$ cat src/rtl/mem_read_ctrl.sv
// Single-outstanding memory read controller: accepts a request in IDLE, holds the
// read strobe until the memory answers or a cycle budget expires, then pulses done.
module mem_read_ctrl #(
  parameter int DATA_WIDTH = 8,
  parameter int ADDR_WIDTH = 8,
  parameter int TIMEOUT    = 15
) (
  input  logic                  clk,
  input  logic                  reset,
  input  logic                  req,
  input  logic [ADDR_WIDTH-1:0] addr_in,
  output logic [ADDR_WIDTH-1:0] mem_addr,
  output logic                  mem_rd,
  input  logic [DATA_WIDTH-1:0] mem_rdata,
  input  logic                  mem_ready,
  output logic [DATA_WIDTH-1:0] data_out,
  output logic                  busy,
  output logic                  done,
  output logic                  err
);

  // Wide enough to hold TIMEOUT-1; a one-bit stub when the timeout is disabled.
  localparam int CNT_W = (TIMEOUT > 1) ? $clog2(TIMEOUT) : 1;
  localparam logic [CNT_W-1:0] CNT_LAST = CNT_W'((TIMEOUT == 0) ? 0 : TIMEOUT - 1);
  localparam bit TIMEOUT_EN = (TIMEOUT != 0);

  typedef enum logic [1:0] {
    IDLE = 2'd0,
    READ = 2'd1,
    DONE = 2'd2
  } state_t;

  state_t           state;
  logic [CNT_W-1:0] cnt;
  logic             err_q;

  always_ff @(posedge clk) begin
    if (reset) begin
      state    <= IDLE;
      data_out <= '0;
      mem_addr <= '0;
      cnt      <= '0;
      err_q    <= 1'b0;
    end else begin
      case (state)
        IDLE: begin
          err_q <= 1'b0;
          if (req) begin
            mem_addr <= addr_in;
            cnt      <= '0;
            state    <= READ;
          end
        end
        READ: begin
          // A ready response takes precedence over an expiring budget on the same edge.
          if (mem_ready) begin
            data_out <= mem_rdata;
            err_q    <= 1'b0;
            state    <= DONE;
          end else if (TIMEOUT_EN && (cnt == CNT_LAST)) begin
            err_q <= 1'b1;
            state <= DONE;
          end else if (TIMEOUT_EN) begin
            cnt <= cnt + CNT_W'(1);
          end
        end
        DONE: begin
          err_q <= 1'b0;
          state <= IDLE;
        end
        default: begin
          err_q <= 1'b0;
          state <= IDLE;
        end
      endcase
    end
  end

  // Status outputs decode registered state only; no input reaches them combinationally.
  assign mem_rd = (state == READ);
  assign busy   = (state != IDLE);
  assign done   = (state == DONE);
  assign err    = err_q;

endmodule

$ cat config.mk
export PLATFORM = sky130hd
export DESIGN_NAME = mem_read_ctrl
export DESIGN_NICKNAME = d
export VERILOG_FILES = /design/src/rtl/mem_read_ctrl.sv
export SDC_FILE = /design/constraint.sdc
export NUM_CORES = 1
export LEC_CHECK = 0
export ABC_AREA = 0
export BUFFER_PORTS_ARGS = -buffer_cell sky130_fd_sc_hd__buf_2
export CORE_AREA = 2 2 52 54
export CTS_CLUSTER_SIZE = 14
export DETAILED_ROUTE_END_ITERATION = 10
export DIE_AREA = 0 0 54 56
export GPL_TIMING_DRIVEN = 0
export PLACE_DENSITY_LB_ADDON = 0.3
export REMOVE_ABC_BUFFERS = 1
export SLEW_MARGIN = 20
export SYNTH_ARGS = -nofsm -noshare
export SYNTH_HDL_FRONTEND = slang
export SYNTH_SLANG_ARGS = --single-unit
$ cat constraint.sdc
create_clock -name clk -period 1.77 [get_ports clk]
set_clock_uncertainty 0.2 [all_clocks]
set_input_delay 0.0885 -clock clk [delete_from_list [all_inputs] [get_ports clk]]
set_output_delay 0.0885 -clock clk [all_outputs]
set_load 0.005 [all_outputs]
==> key figures <==
Clock tree
  – Clock sink count: 23
  – Inserted Clock Buffers: 3
  – Clk_lat worst skew: 310 ps
  – Reg clk slew, reported paths: 130 ps
  – CTS tree: done
  – H-tree lvl count: 1
  – CTS root buf: clkbuf_4
  – Max clock buf depth: 2

Detailed routing
  – ANT nets after route: 0
  – DR WL/cell: approximately 12 um
  – Vias post-DR: around 970
  – Initial DRT Pass Iterations: 4
  – Final WL: about 2400 um
  – Post-route DRC: 0
  – Initial DRC Count: 8
  – Via/cell ratio: between 4 and 5

Floorplanning
  – Ports: 40
  – Chip Height: between 50 and 60 um
  – Row count: 18
  – Core area: 0.00243 sq mm
  – Die width: around 54 um
  – Starting density of the core: between 30% and 40%
  – DIE AREA: ~0.0030 sq mm

Place
  – DP Wirelength: ~1500 um
  – Routability Congestion: approximately 0.73
  – Placed insts: between 150 and 200
  – Port bufs: 39
  – Pre-CTS WS: -136 ps

Layout
  – Final std cells w/o fill: between 150 and 200
  – Number of fill cells: ~210
  – Area Growth Syn to Fin: 51.7%
  – Final #Nets: roughly 190
  – Register Area: ~470 sq um
  – Share of cells above drive strength 1: between 30% and 40%
  – N_diodes: 0
  – Multi-input gate area: 477 sq um

Logic synthesis
  – Number of distinct library cells after synthesis: 25
  – Top-count cell post-synth: dfxtp_1
  – Ys flop type: dfxtp_1
  – Post-synthesis sequential area ratio: 48.8%
  – Mapped Area: ~940 sq um
  – Cells after Synth: 104
  – Synth top area cells: dfxtp_1, mux2i_1, nand2_1
  – Avg Cell Area, Syn: slightly above 9 sq um
  – Synth Warn #: 0
  – Commonest cells in the netlist: dfxtp_1, nand2_1, nor2_1
  – Cell taking the most area after synthesis: dfxtp_1
  – Synth Register Bits: 23
  – EDFF count, synth: 0
  – Ys async rst share: 0%
  – Synth top area share: between 40 and 50%

Worst setup path
  – Worst endpoint required time: roughly 1800 ps
  – Crit-path max FO: 2
  – Critical path class: flip-flop to flip-flop
  – Worst path arrival time: 1780 ps
  – Crit start category: flip-flop
  – Crit. End Element: flip-flop

Global route
  – Largest net degree at the start of global routing: 24
  – First-pass GRT wire length: about 3900 um
  – Gr ovfl total: 0
  – Total GRT Usage: between 10% and 20%
  – Initial antenna violation count: 0
  – Vias in the first global route: about 950

Power and ir drop
  – Peak supply drop: between 0.5 and 0.6 mV
  – Leak pwr: 0.000652 uW
  – Power Density: 691 mW/mm^2

Hold path
  – Worst hold path class: input pin to flip-flop

Timing
  – Worst-Margin Slew: 432 ps
  – Unrepaired setup endpoints after global routing: false
  – Post-route minimum period: between 1500 and 2000 ps
  – Post-layout worst setup margin: approximately 57 ps
  – Fin. Hold Viols: 0
  – Final Max Tran Viols: 0
  – Crit share post-route: between 90% and 100%
  – Slew HR: between 70% and 80%
  – FMAX: 584 MHz
  – Endpoints failing setup: 0
  – Total negative setup slack: 0 ps

Flow run
  – MaxCap Viol Count: 0

Status
  – Status: finished clean
power by group:
group	switching [uW]	internal [uW]	total, uW
Combinational	90.1	99.4	189
Sequential	14.5	541	556
Clock	160	84.6	244
stage by stage:
stage / power [uW] / hold WS, ps / instance area, sq um / util, %
floorplan: 644 / -42.4 / 927 / -
global placement: 709 / 124 / 1160 / 47.7
detailed placement: 715 / 137 / 1160 / 47.7
global route: 1040 / 123 / 1430 / 58.8
finish: 989 / 72.0 / 1430 / 58.8
CTS: 997 / 60.9 / 1420 / 58.3
state kept, by name (all words and copies together), names as in the netlist:
| signal | flops |
|---|---|
| data_out | 8 |
| mem_addr | 8 |
| cnt | 4 |
| state | 2 |
| err | 1 |
cell type report:
type / instances / share of cell area, %
multi-input cells: 73 / 33.3
well taps: 30 / 2.62
repair buffers: 61 / 28.3
clock inverters: 1 / 0.350
flip-flops and latches: 23 / 32.5
clock buffers: 3 / 1.57
inverters: 4 / 1.31
repair_timing:
item                                    CTS  global route
endpoints found under the hold margin    18             0
buffers inserted                          3             1
hold buffers                             18             0
endpoints found under the setup margin    2            10
resized for setup                         8             2
pin swaps                                 1             1
final timing paths:
kind	to	cells past startpoint	startpoint	slack (ps)
max reg2reg	cnt[0]	6	cnt[0]	60
min reg2reg	data_out[0]	2	data_out[0]	260
max	cnt[0]	6	cnt[0]	60
min	state[0]	5	req	70
critical path: stages (launching register included):
cell and delay, ps:
dfxtp_4 370, inv_2 40, ha_4 150, and3_4 170, or4b_4 500, nor3_2 120, a31o_2 120
cells in the final DEF (no fill, tap or decap), drive strengths merged, types with 3 or more instances in the layout:
cell and instances:
dfxtp 23, dlygate4sd3 18, nand3 9, a21oi 9
clkbuf 3, buf 43, mux2i 8, nand2 14
inv 3, nor3 4, nor2 12
logic make-up after synthesis:
kind of cell             count (synthesis)  synth area share, %
flip-flops                              23                 48.8
buffers and inverters                    8                 3.31
multiplexers                             8                 8.49
AND/OR/NAND/NOR                         46                 25.1
AO/OA/AOI/OAI                           17                 11.7
adder cells (fa/ha/maj)                  2                 2.65
metal layers:
layer	track usage [%]	up-vias	part of all wire, %
met5	0	-	0
met4	8.21	0	1.6
met3	3.49	4	5.9
met2	31.7	44	52
met1	17.5	438	40
li1	-	479	-
Power figures use the tool's default switching activity.
